--- config.mk ---
export PLATFORM = sky130hd
export DESIGN_NAME = mul_booth_seq
export DESIGN_NICKNAME = d
export VERILOG_FILES = /design/src/rtl/mul_booth_seq.sv
export SDC_FILE = /design/constraint.sdc
export NUM_CORES = 1
export LEC_CHECK = 0
export ABC_AREA = 1
export CAP_MARGIN = 30
export CELL_PAD_IN_SITES_DETAIL_PLACEMENT = 0
export CELL_PAD_IN_SITES_GLOBAL_PLACEMENT = 1
export CORE_MARGIN = 5
export CORE_UTILIZATION = 45
export DETAILED_ROUTE_END_ITERATION = 10
export GPL_TIMING_DRIVEN = 1
export PLACE_DENSITY_LB_ADDON = 0.1
export SLEW_MARGIN = 20
export SYNTH_ARGS = -nofsm -noshare
export SYNTH_HDL_FRONTEND = slang
export SYNTH_SLANG_ARGS = --single-unit
--- constraint.sdc ---
create_clock -name clk -period 9 [get_ports clk]
set_clock_uncertainty 0.05 [all_clocks]
set_input_delay 1.8 -clock clk [delete_from_list [all_inputs] [get_ports clk]]
set_output_delay 1.8 -clock clk [all_outputs]
set_load 0.005 [all_outputs]
--- src/rtl/mul_booth_seq.sv ---
// Sequential signed 32x32 -> 64 multiplier using radix-2 Booth recoding,
// one recoded multiplier bit per clock, all accumulation through one CLA_64B.

module CLA_64B (
  input  logic [63:0] a,
  input  logic [63:0] b,
  output logic [63:0] s
);

  logic [63:0] w_g;
  logic [63:0] w_p;

  assign w_g = a & b;
  assign w_p = a ^ b;

  // 4-bit lookahead groups; group carries chained, bit carries resolved inside each group
  always_comb begin
    logic [15:0] gc;
    logic [63:0] c;
    logic        gg;
    logic        gp;
    gc = '0;
    c  = '0;
    gg = 1'b0;
    gp = 1'b0;
    for (int k = 0; k < 15; k++) begin
      gg = w_g[4*k+3]
         | (w_p[4*k+3] & w_g[4*k+2])
         | (w_p[4*k+3] & w_p[4*k+2] & w_g[4*k+1])
         | ((&w_p[4*k+1 +: 3]) & w_g[4*k]);
      gp = &w_p[4*k +: 4];
      gc[k+1] = gg | (gp & gc[k]);
    end
    for (int k = 0; k < 16; k++) begin
      c[4*k] = gc[k];
      for (int j = 0; j < 3; j++) begin
        c[4*k+j+1] = w_g[4*k+j] | (w_p[4*k+j] & c[4*k+j]);
      end
    end
    s = w_p ^ c;
  end

endmodule

module mul_booth_seq (
  input  logic        clk,
  input  logic        clr,
  input  logic        start,
  input  logic [31:0] mcand,
  input  logic [31:0] mplier,
  output logic        busy,
  output logic        done,
  output logic [31:0] hi,
  output logic [31:0] lo
);

  localparam int unsigned OP_W  = 32;
  localparam int unsigned PR_W  = 64;
  localparam int unsigned CNT_W = 5;

  typedef enum logic [1:0] {
    S_IDLE = 2'd0,
    S_RUN  = 2'd1,
    S_DONE = 2'd2
  } state_t;

  state_t             r_state;
  logic [OP_W-1:0]    r_m;
  logic [OP_W-1:0]    r_q;
  logic               r_qm1;
  logic [PR_W-1:0]    r_acc;
  logic [CNT_W-1:0]   r_i;
  logic               r_busy;
  logic               r_done;
  logic [OP_W-1:0]    r_hi;
  logic [OP_W-1:0]    r_lo;

  logic [1:0]         w_pair;
  logic               w_add;
  logic               w_sub;
  logic [PR_W-1:0]    w_addend;
  logic [PR_W-1:0]    w_cla_a;
  logic [PR_W-1:0]    w_cla_b;
  logic [PR_W-1:0]    w_sum;
  logic [PR_W-1:0]    w_acc_next;

  assign w_pair   = {r_q[r_i], r_qm1};
  assign w_add    = (w_pair == 2'b01);
  assign w_sub    = (w_pair == 2'b10);
  assign w_addend = {{OP_W{r_m[OP_W-1]}}, r_m} << r_i;

  // Subtraction reuses the adder: acc - x == ~(~acc + x) mod 2^64
  assign w_cla_a    = w_sub ? ~r_acc : r_acc;
  assign w_cla_b    = (w_add || w_sub) ? w_addend : '0;
  assign w_acc_next = w_sub ? ~w_sum : w_sum;

  CLA_64B u_cla (
    .a (w_cla_a),
    .b (w_cla_b),
    .s (w_sum)
  );

  // Control FSM plus datapath registers; busy/done/hi/lo are all registered
  always_ff @(posedge clk or negedge clr) begin
    if (!clr) begin
      r_state <= S_IDLE;
      r_m     <= '0;
      r_q     <= '0;
      r_qm1   <= 1'b0;
      r_acc   <= '0;
      r_i     <= '0;
      r_busy  <= 1'b0;
      r_done  <= 1'b0;
      r_hi    <= '0;
      r_lo    <= '0;
    end else begin
      case (r_state)
        S_IDLE: begin
          r_done <= 1'b0;
          if (start) begin
            r_m     <= mcand;
            r_q     <= mplier;
            r_qm1   <= 1'b0;
            r_acc   <= '0;
            r_i     <= '0;
            r_busy  <= 1'b1;
            r_state <= S_RUN;
          end
        end
        S_RUN: begin
          r_acc <= w_acc_next;
          r_qm1 <= r_q[r_i];
          if (r_i == CNT_W'(OP_W - 1)) begin
            r_hi    <= w_acc_next[PR_W-1:OP_W];
            r_lo    <= w_acc_next[OP_W-1:0];
            r_busy  <= 1'b0;
            r_done  <= 1'b1;
            r_state <= S_DONE;
          end else begin
            r_i <= CNT_W'(r_i + CNT_W'(1));
          end
        end
        S_DONE: begin
          r_done <= 1'b0;
          if (start) begin
            r_m     <= mcand;
            r_q     <= mplier;
            r_qm1   <= 1'b0;
            r_acc   <= '0;
            r_i     <= '0;
            r_busy  <= 1'b1;
            r_state <= S_RUN;
          end else begin
            r_state <= S_IDLE;
          end
        end
        default: begin
          r_busy  <= 1'b0;
          r_done  <= 1'b0;
          r_state <= S_IDLE;
        end
      endcase
    end
  end

  assign busy = r_busy;
  assign done = r_done;
  assign hi   = r_hi;
  assign lo   = r_lo;

endmodule

# Yosys cells after proc, flatten, opt, wreduce, memory -nomap -nowiden
# Cells that the tools add are included.
# word_totals
reg_bits,202
input_bits,67
out_inout_bits,66
wordCells,314
# classes
n_addsub,1
order_cmp,1
n_eq_ne,9
shift,1
n_mux,21
bitwise,232
reduce_logical,39
# ops
operator,count
2-to-1 mux 64 bit,4
NOT 64 bit,2
one-hot mux 64 bit (2 select lines),1
bitwise XOR 64 bit,2
AND 1 bit,121
bitwise OR 1 bit,106
left shift 64 x 5 -> 64 bit,1
AND 63 bit,1
AND reduction 4 bit,14
AND reduction 3 bit,16
2-to-1 mux 5 bit,2
one-hot mux 5 bit (2 select lines),1
AND reduction 2 bit,5
2-to-1 mux 1 bit,7
"less-than comparator 5 x 6 -> 1 bit, second input constant",1
"inequality test 2 bit, second input constant",3
one-hot mux 2 bit (3 select lines),1
"adder 5 x 1 -> 5 bit, second input constant",1
binary-select mux 1 bit (select 5 bit),1
"== test 5 bit, second input constant",1
"== test 2 x 1 -> 1 bit, second input constant",2
"== test 2 bit, second input constant",2
2-to-1 mux 2 bit,2
one-hot mux 1 bit (2 select lines),2
other kinds (5),5

# Logic depth before layout (Yosys ltp)
# Gate-level depths: netlist of the first run.
# depth
depth_word,48
mapped_depth,54
mapped_depth_nobuf,50

# Cells and area by module
# A second synthesis of the first run with hierarchy kept.
# hier_totals
cells_unflattened,1482
hier_area_um2,13927.1
# modules_own_cells
mod,n_inst,cells_per_inst,area_each_um2,seq_area_each_um2
mul_booth_seq,1,1214,11347.1,5054.8
CLA_64B,1,268,2580.0,0.0

# Worst setup path before layout of the first run
# Ideal clock, no wire load.
# synth_timing
path_kind,reg2reg
startpoint,register r_i[0]
endpoint,"register r_hi[30], in the netlist hi[30]"
setup_ns,0.117
arrival_ns,6.866
t_required_ns,8.833
path_slack_ns,1.967
path_stages_with_launch,55
n_path_buf,6
synth_period_minus_slack_ns,7.033
cell_sequence,dfrtp_1 -> clkbuf_1 -> clkbuf_1 -> clkbuf_1 -> o21ai_0 -> o22ai_1 -> nand2_1 -> nand4_1 -> nand2_1 -> inv_1 -> ha_1 -> clkbuf_1 -> clkbuf_1 -> buf_1 -> xor2_1 -> ha_1 -> nand2_1 -> nand2_1 -> (+19 left out) -> nand2_2 -> nand2_2 -> nand2_2 -> nand2_2 -> nand2_2 -> nand2_2 -> nand2_2 -> nand2_2 -> nand2_2 -> nand2_2 -> nand2_2 -> fa_1 -> fa_1 -> inv_1 -> fa_1 -> xnor2_1 -> nand2_1 -> nand2_1
# synth_between
elab_chain_cells,45
word_cells_on_any_way,181
classes_between,3 x eq/ne; 1 x shift; 5 x mux; 141 x bitwise; 31 x reduce/logical
# synth_lines
element,line,text
from (decl),72,logic [CNT_W-1:0] r_i;
from (signal assigned),140,r_i <= CNT_W'(r_i + CNT_W'(1));
binary-select mux 1 bit (select 5 bit),87,"assign w_pair = {r_q[r_i], r_qm1};"
2-to-1 mux 1 bit (implied by the code),87,
== test 2 x 1 -> 1 bit or == test 2 bit (tied branches),"88, 89",
logical OR 1 bit,94,assign w_cla_b = (w_add || w_sub) ? w_addend : '0;
2-to-1 mux 64 bit,94,
bitwise XOR 64 bit or AND 63 bit (tied branches),"14, 13",
AND 1 bit (on tied branches),"28, 29",
bitwise OR 1 bit or AND 1 bit (tied branches),"28, 29",
(+29 left out),--,
bitwise OR 1 bit,32,gc[k+1] = gg | (gp & gc[k]);
AND 1 bit,37,c[4*k+j+1] = w_g[4*k+j] | (w_p[4*k+j] & c[4*k+j]);
bitwise OR 1 bit,37,
AND 1 bit,37,
bitwise OR 1 bit,37,
bitwise XOR 64 bit,40,s = w_p ^ c;
NOT 64 bit,95,assign w_acc_next = w_sub ? ~w_sum : w_sum;
2-to-1 mux 64 bit,95,
to (signal assigned),134,r_hi <= w_acc_next[PR_W-1:OP_W];
to (decl),75,logic [OP_W-1:0] r_hi;
# Parallel ways exist; a longest one is shown, timed or not. The select of a mux whose other input is x is not followed.
# A chain may end at the register's enable or synchronous reset.

# Worst setup path in the final report of the first run
# layout_timing
startpoint,register r_i[3]
endpoint,"register r_hi[30], in the netlist hi[30]"
# The elaborated chain is that of the path after synthesis.

==> metrics, run 1 <==
max_slew headroom 44.0%; Critical Path Sink Type flop; library cell with the largest summed area after synthesis sky130_fd_sc_hd__dfrtp_1; post-place setup slack 1.88 ns; number of enable-type register cells in the synthesized netlist 0; gr usage total 19.8%; synthesis-to-finish area growth 18.3%; Sink Count 202; Pins Over Slew Limit 0; number of core rows 63; flip-flop and latch count after synthesis 202; type of element launching the critical path flop; final HPWL from detailed placement 24.5 mm; post-CTS resize count 0; most used cell, CP sky130_fd_sc_hd__nand2_2; number of setup buffers added after CTS 0; setup repair after global routing missed its margin false; max-capacitance violation count 0; largest net degree at the start of global routing 112; Core Footprint 0.0294 mm²; worst hold-check path type reg2reg; number of DRC markers in iteration 0 762; highest achievable clock rate 0.140 GHz; fill cell count 2,753; synthesized area 0.0133 mm²; Post-Route WL 32.9 mm; most frequent cells after synthesis 223 x sky130_fd_sc_hd__nand2_1, 202 x sky130_fd_sc_hd__dfrtp_1, 137 x sky130_fd_sc_hd__o21ai_0; number of antenna violations at the first check in global routing 0; vias per std cell 5.26; Post-Syn Instances 1,483; crit-path max cell delay 0.82 ns; number of I/O pins 133; Die Height 182 µm; Layout Nets 1,735; share of the synthesized area in the top cell type 38.0%; result of the run complete, no violations; slowest library cell on the worst path sky130_fd_sc_hd__dfrtp_1; Tcrit/Tclk final 79.5%; Placer Congestion 0.879; Clock Tree Root sky130_fd_sc_hd__clkbuf_16; vias after detailed routing 10,343; cell types with the largest area share after synthesis sky130_fd_sc_hd__dfrtp_1 38%, sky130_fd_sc_hd__fa_1 7.1%, sky130_fd_sc_hd__nand2_1 6.3%; WL per Instance 16.8 µm; width of the die 182 µm; hold buffers post-CTS 0; most used standard cell by instance count after synthesis sky130_fd_sc_hd__nand2_1; multi-input logic area 0.00763 mm²; fraction of layout instances using a drive strength above 1 7.24%; total number of yosys warnings 0; starting density of the core 45.3%; number of antenna-violating nets in the routed design 0; synthesized netlist net count 1,660; clock-pin slew of the registers on the worst-case setup and hold paths 0.06 ns; count of input and output buffers 132; Cell Area, Placed 0.0149 mm²; share of async-settable or async-resettable flops after synthesis 100%; remaining routing DRC violations 0; part of the Yosys area used for sequential elements 38.0%; total grt overflow 0; post-layout min period 7.16 ns; clock latency at the later pin of the worst-skew pair 0.54 ns; CTS tree done; Die Footprint 0.0331 mm²; number of hold-slack violations in the final timing report 0; Worst Path Required 9.41 ns; actual transition at the worst max-transition pin 0.837 ns; Yosys cell types 33; Setup-failing EPs final 0; vias in the first global route 10,198; main flop type after synthesis sky130_fd_sc_hd__dfrtp_1; first-pass GRT wire length 54.6 mm; post-route standard cell area excluding fillers 0.0158 mm²; TritonCTS buffer count 25; first-pass detailed-route iteration total 6; worst path setup slack after routing 1.84 ns; Seq. cell area 0.00506 mm²; Synth Area per Inst 8.98 µm²; worst-case clock buffer depth 3; highest fanout seen on the critical path 50; worst hold path stage count 2; antenna cell count 0; type of the setup path with the least slack reg2reg; worst r2r path cells 38; level count of the clock H-tree 1; Sum Neg Setup Slack 0 ns; arrival time at the worst endpoint 7.57 ns
## worst max-delay path, delay by kind of cell, from the launching register on
family	cells	cell delay, ns
AOI/OAI and AO/OA	2	0.50
xor gates and xnor gates	2	0.47
adders and majority gates	5	2.13
buffers and inverters	5	1.18
DFF	1	0.82
and+or+nand+nor	24	1.89
## path summary, 6_finish.rpt
path | start | end | slack [ns]
max in group asynchronous | clr | r_acc[49] | 6.45
setup / recovery | r_i[3] | hi[30] | 1.84
hold reg to reg | lo[8] | lo[8] | 0.43
min in group asynchronous | clr | r_acc[10] | 1.23
setup reg to reg | r_i[3] | hi[30] | 1.84
hold / removal | lo[8] | lo[8] | 0.43
## layer usage
| layer | wire, µm | global-route usage [%] | vias up |
|---|---|---|---|
| met5 | 0 | 0 | - |
| met4 | 580 | 3.93 | 0 |
| met3 | 1570 | 2.50 | 43 |
| met2 | 14200 | 30.5 | 230 |
| met1 | 16600 | 30.3 | 4924 |
| li1 | - | - | 5146 |
## cell type report
| class | count | area share (%) |
|---|---|---|
| flip-flops and latches | 202 | 32.1 |
| clock buffers | 32 | 4.33 |
| multi-input cells | 1108 | 48.4 |
| inverters | 73 | 1.75 |
| well taps | 390 | 3.10 |
| repair buffers | 148 | 9.43 |
| clock inverters | 12 | 0.850 |
## kinds of logic after synthesis
| group | Yosys count | synth area share [%] |
|---|---|---|
| adders and majority gates | 110 | 13.0 |
| buffers and inverters | 173 | 4.88 |
| and+or+nand+nor | 439 | 14.4 |
| AOI/OAI and AO/OA | 339 | 14.2 |
| DFF | 202 | 38.0 |
| xor gates and xnor gates | 143 | 9.41 |
| muxes | 77 | 6.19 |
## through the flow
stage / utilization, % / cells / hold slack (ns)
global placement: 50.6 / 1918 / 0.418
CTS: 53.4 / 1962 / 0.438
floorplan: - / 1483 / 0.409
global route: 53.6 / 1965 / 0.447
detailed placement: 50.6 / 1918 / 0.423
finish: 53.6 / 1965 / 0.432
## registers in the layout, summed over array words and instances, names as in the netlist
signal   flops
r_qm1        1
r_m         32
r_i          5
lo          32
r_acc       64
hi          32
done         1
busy         1
r_state      2
r_q         32
## layout by cell type, fill, tap and decap left out, types with 2 or more instances in the layout
cell,synthesis,final
sky130_fd_sc_hd__clkbuf_8,0,4
sky130_fd_sc_hd__a41oi_1,6,6
sky130_fd_sc_hd__bufinv_16,0,2
sky130_fd_sc_hd__a21oi_1,57,57
sky130_fd_sc_hd__nand2_1,223,222
sky130_fd_sc_hd__nand2_2,32,32
sky130_fd_sc_hd__nand3_1,87,87
sky130_fd_sc_hd__clkinvlp_4,0,4
sky130_fd_sc_hd__or2_1,3,3
sky130_fd_sc_hd__nor2_1,82,82
sky130_fd_sc_hd__clkdlybuf4s50_1,0,131
sky130_fd_sc_hd__clkbuf_16,0,25
sky130_fd_sc_hd__ha_1,63,62
sky130_fd_sc_hd__o21ai_1,90,90
sky130_fd_sc_hd__nand4_1,3,3
sky130_fd_sc_hd__dfrtp_1,202,201
sky130_fd_sc_hd__nor2_8,2,2
sky130_fd_sc_hd__buf_4,0,13
sky130_fd_sc_hd__mux2i_1,34,34
sky130_fd_sc_hd__inv_2,8,7
sky130_fd_sc_hd__mux2_1,43,43
sky130_fd_sc_hd__nor3_1,3,3
sky130_fd_sc_hd__xor2_1,78,78
sky130_fd_sc_hd__a31oi_4,5,5
sky130_fd_sc_hd__clkbuf_1,75,4
sky130_fd_sc_hd__xnor2_1,65,65
sky130_fd_sc_hd__clkinv_2,0,4
sky130_fd_sc_hd__o221ai_1,4,4
sky130_fd_sc_hd__o22ai_1,34,34
sky130_fd_sc_hd__a221o_2,4,4
sky130_fd_sc_hd__fa_1,47,47
sky130_fd_sc_hd__o21ai_0,137,137
sky130_fd_sc_hd__inv_1,65,65
Power of run 1 is not shown: default switching activity piles up to over one toggle a cycle in this logic, so the estimate is an artifact.
==> inputs of run 2 (changes only) <==
==> constraint.sdc (replaced) <==
create_clock -name clk -period 7.2 [get_ports clk]
set_clock_uncertainty 0.05 [all_clocks]
set_input_delay 1.44 -clock clk [delete_from_list [all_inputs] [get_ports clk]]
set_output_delay 1.44 -clock clk [all_outputs]
set_load 0.005 [all_outputs]
==> run 2 against run 1 <==
  * Maximum frequency is 9.6% higher
  * Cell count is essentially flat
  * Worst setup slack worse by 1.2 ns
  * Count of clock-buffer cells in the layout down 1
  * Register-to-register slack got worse by 1.2 ns
  * Sequential share of layout area grew 0.13 points
  * Worst hold slack lost 0.0017 ns
  * Die area unchanged
  * First-iteration DRC count down 0.52%
  * Critical path depth rose by 7
  * Critical path type unchanged
  * Global-route usage down 0.32 points
  * Sequential cell count unchanged
==> metrics, run 2 (synthesized netlist as in run 1, its figures left out) <==
result of the run complete, no violations (unchanged); vias per std cell 5.21 (was 5.26); width of the die 182 µm (unchanged); post-route standard cell area excluding fillers 0.0157 mm² (was 0.0158 mm²); r2r startpoint r_i[1] (was r_i[3]); capture point of the worst path hi[26] (was hi[30]); first-pass detailed-route iteration total 5 (was 6); remaining routing DRC violations 0 (unchanged); crit-path max cell delay 0.50 ns (was 0.82 ns); Setup-failing EPs final 0 (unchanged); setup repair after global routing missed its margin false (unchanged); Post-Route WL 32.2 mm (was 32.9 mm); number of DRC markers in iteration 0 758 (was 762); vias after detailed routing 10,247 (was 10,343); met2 layer wire length in the routed design 14.0 mm (was 14.2 mm); Clock Tree Root sky130_fd_sc_hd__clkbuf_16 (unchanged); Sum Neg Setup Slack 0 ns (unchanged); routed length on met3 1.24 mm (was 1.57 mm); max layer used met4 (unchanged); fraction of layout instances using a drive strength above 1 7.42% (was 7.24%); gr usage total 19.5% (was 19.8%); max-capacitance violation count 0 (unchanged); Layout Nets 1,741 (was 1,735); slowest library cell on the worst path sky130_fd_sc_hd__fa_1 (was sky130_fd_sc_hd__dfrtp_1); most frequent standard cell in the layout excluding fill and tap cells sky130_fd_sc_hd__nand2_1 (unchanged); antenna cell count 0 (unchanged); Pins Over Slew Limit 0 (unchanged); type of element launching the critical path flop (unchanged); Critical Path Sink Type flop (unchanged); level count of the clock H-tree 1 (unchanged); Cell Area, Placed 0.0149 mm² (about the same); clock latency at the later pin of the worst-skew pair 0.51 ns (was 0.54 ns); clock-pin slew of the registers on the worst-case setup and hold paths 0.06 ns (about the same); arrival time at the worst endpoint 6.84 ns (was 7.57 ns); type of the setup path with the least slack reg2reg (unchanged); Core Footprint 0.0294 mm² (unchanged); actual transition at the worst max-transition pin 0.918 ns (was 0.837 ns); highest fanout seen on the critical path 25 (was 50); total grt overflow 0 (unchanged); worst setup slack for register-to-register paths 0.67 ns (was 1.84 ns); highest-count cells in the layout ignoring fill and taps 222 x sky130_fd_sc_hd__nand2_1, 200 x sky130_fd_sc_hd__dfrtp_1, 137 x sky130_fd_sc_hd__o21ai_0, 131 x sky130_fd_sc_hd__clkdlybuf4s50_1, 90 x sky130_fd_sc_hd__o21ai_1 (was 222 x sky130_fd_sc_hd__nand2_1, 201 x sky130_fd_sc_hd__dfrtp_1, 137 x sky130_fd_sc_hd__o21ai_0, 131 x sky130_fd_sc_hd__clkdlybuf4s50_1, 90 x sky130_fd_sc_hd__o21ai_1); synthesis-to-finish area growth 17.8% (was 18.3%); post-layout min period 6.53 ns (was 7.16 ns); largest net degree at the start of global routing 112 (unchanged); most used cell, CP sky130_fd_sc_hd__nand2_2 (unchanged); WL per Instance 16.4 µm (was 16.8 µm); number of core rows 63 (unchanged); worst-case clock buffer depth 3 (unchanged); vias in the first global route 10,073 (was 10,198); TritonCTS buffer count 23 (was 25); Post-Route M1 WL 16.4 mm (was 16.6 mm); Tcrit/Tclk final 90.7% (was 79.5%); Worst Path Required 7.51 ns (was 9.41 ns); Sink Count 202 (unchanged); number of hold-slack violations in the final timing report 0 (unchanged); worst r2r path cells 45 (was 38); largest register by flop count r_acc (unchanged); final HPWL from detailed placement 24.1 mm (was 24.5 mm); Die Footprint 0.0331 mm² (unchanged); number of I/O pins 133 (unchanged); worst hold-check path type reg2reg (unchanged); starting density of the core 45.3% (unchanged); first-pass GRT wire length 54.0 mm (was 54.6 mm); utilization after layout 53.4% (was 53.6%); Placer Congestion 0.850 (was 0.879); number of antenna violations at the first check in global routing 0 (unchanged); CTS tree done (unchanged); highest achievable clock rate 0.153 GHz (was 0.140 GHz); Critical path origin r_i[1] (was r_i[3]); number of antenna-violating nets in the routed design 0 (unchanged); capturing point of the worst reg2reg path hi[26] (was hi[30]); flip-flop count of the largest register after layout 64 (unchanged); max_slew headroom 38.8% (was 44.0%); Die Height 182 µm (unchanged); count of input and output buffers 132 (unchanged)
==> run 2: per-layer routing <==
layer  GRT usage [%]  vias to the layer above
met3            2.62                       45
met4            3.78                        0
met5               0                        -
li1                -                     5161
met1            29.6                     4858
met2            30.2                      183
==> run 2: layout make-up <==
| type | count | area, µm² |
|---|---|---|
| clock inverter | 6 | 36.3 |
| sequential | 202 | 5060 |
| tap | 390 | 488 |
| timing repair buffer | 156 | 1550 |
| clock buffer | 31 | 656 |
| inverter | 73 | 278 |
| fill | 2801 | 13700 |
| multi-input combinational | 1108 | 7630 |
==> run 2: per-stage QoR <==
stage	setup slack (ns)	instances	hold WS, ns
2_1_floorplan	0.167	1483	0.409
3_3_place_gp	0.593	1926	0.414
3_5_place_dp	0.504	1926	0.422
4_1_cts	0.458	1963	0.436
5_1_grt	0.0674	1966	0.456
6_report	0.669	1966	0.430
==> run 2: timing repair <==
action                     in CTS  in global routing
hold buffers                    0                  0
resized for setup               0                  3
buffers inserted                0                  1
setup endpoints to repair       0                 10
==> run 2: worst min-delay path by stage <==
| stage | from | to | slack, ns | depth (start not counted) |
|---|---|---|---|---|
| 6_report | lo[30] | lo[30] | 0.43 | 2 |
| 5_1_grt | lo[30] | lo[30] | 0.46 | 2 |
| 4_1_cts | lo[30] | lo[30] | 0.44 | 2 |
| 3_5_place_dp | lo[30] | lo[30] | 0.42 | 2 |
| 3_3_place_gp | lo[5] | lo[5] | 0.41 | 2 |
| 2_1_floorplan | r_q[10] | r_q[10] | 0.41 | 1 |
==> run 2: worst max-delay path, delay by kind of cell (launching register included) <==
family | cells | cell delay, ns
and+or+nand+nor | 33 | 2.70
adders and majority gates | 5 | 2.00
buffers and inverters | 3 | 0.52
DFF | 1 | 0.48
AOI/OAI and AO/OA | 3 | 0.40
xor gates and xnor gates | 1 | 0.21
Power of run 2 is left out for the same reason.
